<file path="config.mk">
export PLATFORM = sky130hd
export DESIGN_NAME = packet_router
export DESIGN_NICKNAME = d
export VERILOG_FILES = /design/src/rtl/packet_router.sv
export SDC_FILE = /design/constraint.sdc
export NUM_CORES = 1
export LEC_CHECK = 0
export BUFFER_PORTS_ARGS = -buffer_cell sky130_fd_sc_hd__buf_2
export CAP_MARGIN = 20
export CELL_PAD_IN_SITES_DETAIL_PLACEMENT = 2
export CELL_PAD_IN_SITES_GLOBAL_PLACEMENT = 2
export CORE_ASPECT_RATIO = 0.7
export CORE_MARGIN = 3
export CORE_UTILIZATION = 38
export CTS_BUF_LIST = sky130_fd_sc_hd__clkbuf_16
export CTS_CLUSTER_DIAMETER = 200
export CTS_CLUSTER_SIZE = 40
export DETAILED_ROUTE_END_ITERATION = 10
export PLACE_DENSITY_LB_ADDON = 0.1
export SLEW_MARGIN = 15
export SYNTH_ARGS = -nofsm -noshare
export SYNTH_HDL_FRONTEND = slang
export SYNTH_SLANG_ARGS = --single-unit
</file>
<file path="constraint.sdc">
create_clock -name clk -period 4.8 [get_ports clk]
set_input_delay 0 -clock clk [delete_from_list [all_inputs] [get_ports clk]]
set_output_delay 0 -clock clk [all_outputs]
set_load 0.01 [all_outputs]
</file>
<file path="src/rtl/packet_router.sv">
// NUM_PORTS x NUM_PORTS wormhole router: per-input flit FIFOs, per-output
// round-robin arbiters that hold a grant for a whole packet, and a drop counter.
module packet_router #(
  parameter int NUM_PORTS  = 4,
  parameter int FLIT_WIDTH = 32,
  parameter int FIFO_DEPTH = 4,
  parameter int DEST_WIDTH = 3,
  parameter int CNT_WIDTH  = 16
) (
  input  logic                            clk,
  input  logic                            rst,
  input  logic [NUM_PORTS-1:0]            in_valid,
  output logic [NUM_PORTS-1:0]            in_ready,
  input  logic [NUM_PORTS*FLIT_WIDTH-1:0] in_flit,
  output logic [NUM_PORTS-1:0]            out_valid,
  input  logic [NUM_PORTS-1:0]            out_ready,
  output logic [NUM_PORTS*FLIT_WIDTH-1:0] out_flit,
  output logic [CNT_WIDTH-1:0]            drop_count,
  output logic                            busy
);

  localparam int PW = $clog2(NUM_PORTS);
  localparam int AW = $clog2(FIFO_DEPTH);
  localparam logic [1:0] T_HEAD     = 2'b01;
  localparam logic [1:0] T_TAIL     = 2'b10;
  localparam logic [1:0] T_HEADTAIL = 2'b11;

  typedef enum logic [1:0] {ST_IDLE, ST_FWD, ST_DROP} in_state_e;

  logic [FLIT_WIDTH-1:0] mem_q [NUM_PORTS][FIFO_DEPTH];
  logic [AW-1:0]         rd_q  [NUM_PORTS];
  logic [AW-1:0]         wr_q  [NUM_PORTS];
  logic [AW:0]           cnt_q [NUM_PORTS];
  in_state_e             st_q  [NUM_PORTS];
  in_state_e             st_d  [NUM_PORTS];
  logic [PW-1:0]         owner_q [NUM_PORTS];
  logic [PW-1:0]         owner_d [NUM_PORTS];
  logic [PW-1:0]         rr_q  [NUM_PORTS];
  logic [PW-1:0]         rr_d  [NUM_PORTS];
  logic [NUM_PORTS-1:0]  lock_q, lock_d;
  logic [CNT_WIDTH-1:0]  drop_q, drop_d;

  logic [FLIT_WIDTH-1:0] head  [NUM_PORTS];
  logic [1:0]            htype [NUM_PORTS];
  logic [DEST_WIDTH-1:0] dest  [NUM_PORTS];
  logic [PW-1:0]         gnt   [NUM_PORTS];
  logic [NUM_PORTS-1:0]  legal, nonempty, push, pop;
  logic [CNT_WIDTH:0]    inc, sum;

  always_comb begin
    for (int i = 0; i < NUM_PORTS; i++) begin
      head[i]     = mem_q[i][rd_q[i]];
      htype[i]    = head[i][FLIT_WIDTH-1 -: 2];
      dest[i]     = head[i][FLIT_WIDTH-3 -: DEST_WIDTH];
      legal[i]    = int'(dest[i]) < NUM_PORTS;
      nonempty[i] = cnt_q[i] != '0;
      in_ready[i] = cnt_q[i] != (AW+1)'(FIFO_DEPTH);
      push[i]     = in_valid[i] && in_ready[i];
    end
  end

  // A locked output serves only its owner; otherwise scan idle heads from rr_q.
  always_comb begin
    int idx;
    idx       = 0;
    out_valid = '0;
    out_flit  = '0;
    for (int o = 0; o < NUM_PORTS; o++) begin
      gnt[o] = '0;
      if (lock_q[o]) begin
        gnt[o]       = owner_q[o];
        out_valid[o] = nonempty[owner_q[o]];
      end else begin
        for (int k = 0; k < NUM_PORTS; k++) begin
          idx = (int'(rr_q[o]) + k) % NUM_PORTS;
          if (!out_valid[o] && st_q[idx] == ST_IDLE && nonempty[idx] &&
              htype[idx][0] && legal[idx] && int'(dest[idx]) == o) begin
            out_valid[o] = 1'b1;
            gnt[o]       = PW'(idx);
          end
        end
      end
      if (out_valid[o]) out_flit[o*FLIT_WIDTH +: FLIT_WIDTH] = head[gnt[o]];
    end
  end

  always_comb begin
    pop     = '0;
    st_d    = st_q;
    lock_d  = lock_q;
    owner_d = owner_q;
    rr_d    = rr_q;
    inc     = '0;
    for (int o = 0; o < NUM_PORTS; o++) begin
      if (out_valid[o] && out_ready[o]) begin
        pop[gnt[o]] = 1'b1;
        case (htype[gnt[o]])
          T_HEAD: if (!lock_q[o]) begin
            lock_d[o]       = 1'b1;
            owner_d[o]      = gnt[o];
            rr_d[o]         = PW'((int'(gnt[o]) + 1) % NUM_PORTS);
            st_d[gnt[o]]    = ST_FWD;
          end
          T_HEADTAIL: if (!lock_q[o]) rr_d[o] = PW'((int'(gnt[o]) + 1) % NUM_PORTS);
          T_TAIL: if (lock_q[o]) begin
            lock_d[o]    = 1'b0;
            st_d[gnt[o]] = ST_IDLE;
          end
          default: ;
        endcase
      end
    end
    // Illegal heads and stray body/tail flits are counted once, at the head pop.
    for (int i = 0; i < NUM_PORTS; i++) begin
      if (nonempty[i]) begin
        if (st_q[i] == ST_IDLE && (!htype[i][0] || !legal[i])) begin
          pop[i] = 1'b1;
          inc    = inc + (CNT_WIDTH+1)'(1);
          if (htype[i] == T_HEAD) st_d[i] = ST_DROP;
        end else if (st_q[i] == ST_DROP) begin
          pop[i] = 1'b1;
          if (htype[i] == T_TAIL) st_d[i] = ST_IDLE;
        end
      end
    end
    sum    = {1'b0, drop_q} + inc;
    drop_d = sum[CNT_WIDTH] ? '1 : sum[CNT_WIDTH-1:0];
  end

  always_ff @(posedge clk) begin
    if (rst) begin
      for (int i = 0; i < NUM_PORTS; i++) begin
        rd_q[i]    <= '0;
        wr_q[i]    <= '0;
        cnt_q[i]   <= '0;
        st_q[i]    <= ST_IDLE;
        owner_q[i] <= '0;
        rr_q[i]    <= '0;
      end
      lock_q <= '0;
      drop_q <= '0;
    end else begin
      for (int i = 0; i < NUM_PORTS; i++) begin
        rd_q[i]    <= rd_q[i] + AW'(pop[i]);
        wr_q[i]    <= wr_q[i] + AW'(push[i]);
        cnt_q[i]   <= cnt_q[i] + (AW+1)'(push[i]) - (AW+1)'(pop[i]);
        st_q[i]    <= st_d[i];
        owner_q[i] <= owner_d[i];
        rr_q[i]    <= rr_d[i];
      end
      lock_q <= lock_d;
      drop_q <= drop_d;
    end
  end

  always_ff @(posedge clk) begin
    for (int i = 0; i < NUM_PORTS; i++) begin
      if (push[i]) mem_q[i][wr_q[i]] <= in_flit[i*FLIT_WIDTH +: FLIT_WIDTH];
    end
  end

  assign drop_count = drop_q;
  assign busy       = (|nonempty) || (|lock_q);

endmodule

</file>
[After elaboration in Yosys (flattened, before gate mapping)]
Memories as Yosys holds them, arrays and structs flattened.
Cells that the tools add are included.
Word-level totals
  RAM bits: 540
  bits in latches: 0
  memories kept: 4
  ROM bits: 0
  flip-flop bits (word level): 44
  logic and storage cells: 875
  output and inout port bits: 153
  input port bits: 138
Memories
  mem_q: depth 4, width 128, rd ports 4, clocked after memory_dff 0, wr ports 4, line 30  | logic [FLIT_WIDTH-1:0] mem_q [NUM_PORTS][FIFO_DEPTH];
  cnt_q: depth 4, width 3, rd ports 4, clocked after memory_dff 0, wr ports 4, line 33  | logic [AW:0] cnt_q [NUM_PORTS];
  rd_q: depth 4, width 2, rd ports 4, clocked after memory_dff 0, wr ports 4, line 31  | logic [AW-1:0] rd_q [NUM_PORTS];
  wr_q: depth 4, width 2, rd ports 4, clocked after memory_dff 0, wr ports 4, line 32  | logic [AW-1:0] wr_q [NUM_PORTS];
Operators by class
  reductions and logical operators: 187
  mux-type cells: 444
  order comparisons: 68
  add/subtract/negate cells: 36
  shift operators: 0
  multipliers: 0
  equal/unequal tests: 40
  bitwise gates (word level): 79
  div/mod/pow operators: 0
Operators by type and width (count)
  32-bit 2-to-1 mux: 24
  32-bit binary-select mux with 2-bit select: 8
  32-bit by 3-bit greater-or-equal comparator with 1-bit output (second input constant): 16
  128-bit 2-to-1 mux: 4
  32-bit NOT: 12
  32-bit demux with 2-bit select: 4
  2-bit 2-to-1 mux: 92
  1-bit 2-to-1 mux: 149
  2-bit binary-select mux with 2-bit select: 36
  2-bit NOT with 32-bit output: 4
  3-bit 2-to-1 mux: 36
  17-bit 2-to-1 mux: 6
  1-bit logical AND: 100
  3-bit binary-select mux with 2-bit select: 16
  8-bit 2-to-1 mux: 12
  1-bit binary-select mux with 2-bit select: 36
  8-bit one-hot mux with 2 select lines: 4
  17-bit by 1-bit adder with 17-bit output (second input constant): 3
  3-bit by 4-bit less-than comparator with 1-bit output (second input constant): 12
  2-bit logical NOT: 20
  3-bit greater-or-equal comparator (second input constant): 12
  2-bit by 3-bit less-than comparator with 1-bit output (second input constant): 12
  2-bit NOT with 3-bit output: 12
  8-bit AND: 4
  other kinds (35): 220

[Logic depth before layout (Yosys ltp)]
An unclocked memory read counts as a cell.
  depth in word-level cells: 63
  depth in mapped cells: 23

[Worst setup path after synthesis]
Ideal clock, no wire load.
  kind: reg2reg
  from: mem rd_q[1][0] (netlist bit)
  to: mem cnt_q[2][2] (netlist bit)
  stages on the path, launching flop included: 21
  library setup time: 128 ps
  setup slack: 41 ps
  period minus slack after synthesis: 4759 ps
  arrival time: 4631 ps
  path through: dfxtp_1 buf_2 mux4_2 or3b_1 clkbuf_1 o22a_1 o41a_1 clkbuf_1 clkbuf_1 ha_1 a32oi_1 nand3_1 a31o_2 ha_1 inv_1 ha_1 inv_1 fa_1 xor2_1 xnor2_1 nor2_1
RTL lines (line)
  from (decl): 31
  to (decl): 33

==> out/metrics.cfg <==
[outcome]
status = complete, but fails checks
violations = hold timing, setup timing

[floorplan]
dieWidth_microns = 336
start_util_pct = 38.9
io_pins = 291
die_area_sq_um = 79500
die_h_microns = 237
rows = 83
core_sq_um = 74400

[pwr]
internal-power_mw = 14.4
leakagePower_nw = 13.3
switchingPower_mw = 13.4
seqPwrFrac_pct = 23.9
vdd_drop_max_mv = 0.343
p_clk_share_pct = 8.3
p_per_area_nw_per_um2 = 757
power.share.combinational_pct = 67.8
totalPowerFinal_mw = 27.8
p_sw_share_pct = 48.2

[sta]
worst_pin_slew_ns = 1.07
period_share_pct = 102
hold_slack_ns = -0.00279
rsz0062_at_grt = true
setup_viol = 4
fin_setup_tns_ns = -0.267
post-route-min-period_ns = 4.90
fmax_mhz = 204
relSlewSlack_pct = 28.8
post-route-worst-setup-slack_ns = -0.0961
drv_slew = 0
hold_viol_final = 1
clock_skew_ns = 0.0625

[clock_network]
cts_tree = built
ctsHtreeMaxLevel = 1
cts_sinks = 584
clockBufferDepth = 3
clk_pin_slew_worst_paths_ns = 0.17
clk_latency_ns = 0.63
root_buffer = clkbuf_16
cts_buffers = 18

[routing]
final_antenna_net_count = 0
topRoutingLayerUsed = met5
wl_met1_mm = 57.2
avgRoutedWirePerCell_microns = 34.4
routed-wl-met2_mm = 58.2
drtIter0Drc = 2925
wl_met3_mm = 11.9
vias = 23055
drc = 0
drtPass1Iterations = 5
drt-total-wl_mm = 129
routed_via_density = 6.13

[finish]
final_cells = 3760
regArea_sq_um = 16800
postLayoutCoreUtil_pct = 49.3
finalInstanceArea_sq_um = 36700
syn_to_final_growth_pct = 26.8
multi_input_area_sq_um = 12200
fillers = 7157
nets = 2951
drive_above_1_share_pct = 35.6

[place]
dpl.cell_count = 3529
dpl.hpwl_mm = 92.4
dp_slack_ns = -0.354
port_buffers = 290
place_congestion = 1.00
dpl_cell_area_sq_um = 33300

[critical_path]
path_class = reg2reg
r2r_end = cnt_q[0][2]
worst_path_most_repeated_cell = ha_2
worstPathRequired_ns = 5.25
end_kind = flip-flop
crit_arrival_ns = 5.35
ff2ff_setup_slack_ns = -0.1
r2r-start = rd_q[1][0]
critPathSlowestCell = mux4_2
path_delay_family = adder cells
startpoint_type = flip-flop
cp_slowest_stage_delay_ns = 0.53
cp_max_fo = 6
crit_buf_inv = 4
r2r_cells = 18
crit_chain = buf_12 -> mux4_2 -> or3b_4 -> o211ai_1 -> a21oi_2 -> o41a_1 -> buf_6 -> ha_2 -> a32oi_2 -> nand4_1 -> ha_1 -> inv_1 -> ha_2 -> inv_2 -> fa_2 -> xor2_2 -> xnor2_1 -> nor2_1

[yosys]
post_synth.cell_area_avg_sq_um = 13.6
synth.net_count = 2311
synth_edf_count = 512
syn_area_sq_um = 28900
ys_seq_area_share_pct = 58.1
post_synth_num_cell_types = 92
yosys_warnings = 0
syn_inst = 2125
ys_async_sr_fraction_pct = 0
yosys_most_used_dff = edfxtp_1
ys_ff_latch = 584

[global_route]
track_usage_pct = 31.6
antenna_found_initial = 14
grt_start_max_net_pins = 56
grt_overflow_total = 0
grt_pass1_vias = 24209
grt_pass1_wl_mm = 182

[hold_path]
hold_depth = 5
min_from = in_valid[1]
worstHoldPathType = in2reg
holdPathEnd = cnt_q[1][0]

[flow_run]
drv_cap = 0

==> timing repair <==
action                                 in CTS  in global routing
hold buffers                              136                  0
buffers inserted                           23                 37
endpoints found under the hold margin     533                  0
setup endpoints to repair                  71                 87
pin swaps                                  28                 44
cloned                                      0                  1
resized for setup                          72                136
==> routing by layer <==
metal	track usage, %	vias up
met5	0	-
met4	4.15	4
met3	5.65	120
met2	49.0	1086
met1	47.6	12279
li1	-	9566
==> state kept, by name, summed over array words and instances (netlist names) <==
signal      flops
mem_q         512
st_q            8
rd_q            8
lock_q          4
drop_count     16
cnt_q          12
rr_q            8
wr_q            8
owner_q         8
==> synthesized netlist by cell type, types with 9 or more instances <==
| master | count | area, sq um |
|---|---|---|
| o21ai_0 | 18 | 90.1 |
| buf_1 | 11 | 41.3 |
| and2_1 | 39 | 244 |
| xnor2_1 | 18 | 158 |
| nor2b_1 | 18 | 113 |
| xor2_1 | 13 | 114 |
| clkbuf_1 | 95 | 357 |
| nor2_1 | 92 | 345 |
| nor4_1 | 36 | 225 |
| a31oi_1 | 12 | 75.1 |
| nor3_1 | 56 | 280 |
| ha_1 | 43 | 538 |
| a311oi_1 | 34 | 298 |
| nand3b_1 | 16 | 120 |
| buf_2 | 32 | 160 |
| a211oi_1 | 41 | 308 |
| inv_1 | 53 | 199 |
| a21oi_1 | 76 | 380 |
| nand2_1 | 273 | 1020 |
| edfxtp_1 | 512 | 15400 |
| mux4_2 | 162 | 3650 |
| nand4_1 | 9 | 56.3 |
| mux2_2 | 9 | 101 |
| dfxtp_1 | 72 | 1440 |
| a22oi_1 | 33 | 248 |
| nand3_1 | 29 | 145 |
| and3_1 | 72 | 450 |
| or3_1 | 13 | 81.3 |
| mux2i_1 | 79 | 791 |
| o211ai_1 | 16 | 120 |
| nor3b_1 | 14 | 105 |
==> cell usage in the layout (no fill, tap or decap), types with 25 or more instances in the layout <==
cell type,instances
edfxtp_1,512
buf_4,296
buf_2,290
nand2_1,270
mux4_2,162
dlygate4sd3_1,135
nor2_1,84
mux2i_1,78
and3_1,68
dfxtp_1,67
a21oi_1,64
inv_1,62
nor3_1,47
and2_1,39
a211oi_1,38
ha_1,34
a22oi_1,32
a311oi_1,30
nand3_1,25
buf_6,25
==> cell type report <==
cell class / count / share of cell area (%)
clock buffer: 18 / 1.23
multi-input combinational: 1342 / 33.4
antenna: 6 / 0.0409
sequential: 584 / 45.9
clock inverter: 14 / 0.212
tap: 977 / 3.33
inverter: 57 / 0.590
timing repair buffer: 762 / 15.3
==> worst min-delay path: stages <==
cell and delay (ns):
buf_2 0.07, nand2_1 0.12, inv_1 0.16, ha_1 0.14, nor2b_1 0.11
==> cells by family after synthesis <==
kind of cell	after synthesis	share of synthesized area [%]
adder cells (fa/ha/maj)	48	2.21
multiplexers	250	15.7
AND/OR/NAND/NOR	701	12.1
AO/OA/AOI/OAI	311	8.10
buffers and inverters	200	2.81
flip-flops	584	58.1
XOR/XNOR	31	0.939
==> power by group through the flow <==
stage | logic, mW | clock network [mW] | registers (mW)
floorplan | 8.77 | 0 | 6.49
finish | 18.8 | 2.29 | 6.64
detailed placement | 16.8 | 0 | 6.72
global route | 19.7 | 2.46 | 6.69
global placement | 16.3 | 0 | 6.62
CTS | 17.4 | 2.30 | 6.61
==> worst max path at each step <==
stage,start,endpoint,slack [ns],cells past startpoint
after detailed placement,rd_q[3][0],cnt_q[0][2],-0.35,19
after global placement,rd_q[3][0],cnt_q[0][2],-0.26,19
after CTS,rd_q[0][0],cnt_q[1][2],-0.08,21
after floorplan,rd_q[1][0],cnt_q[2][2],0.04,20
after global routing,rd_q[1][0],cnt_q[1][2],-0.23,18
final,rd_q[1][0],cnt_q[0][2],-0.1,18
Power figures use the tool's default switching activity.
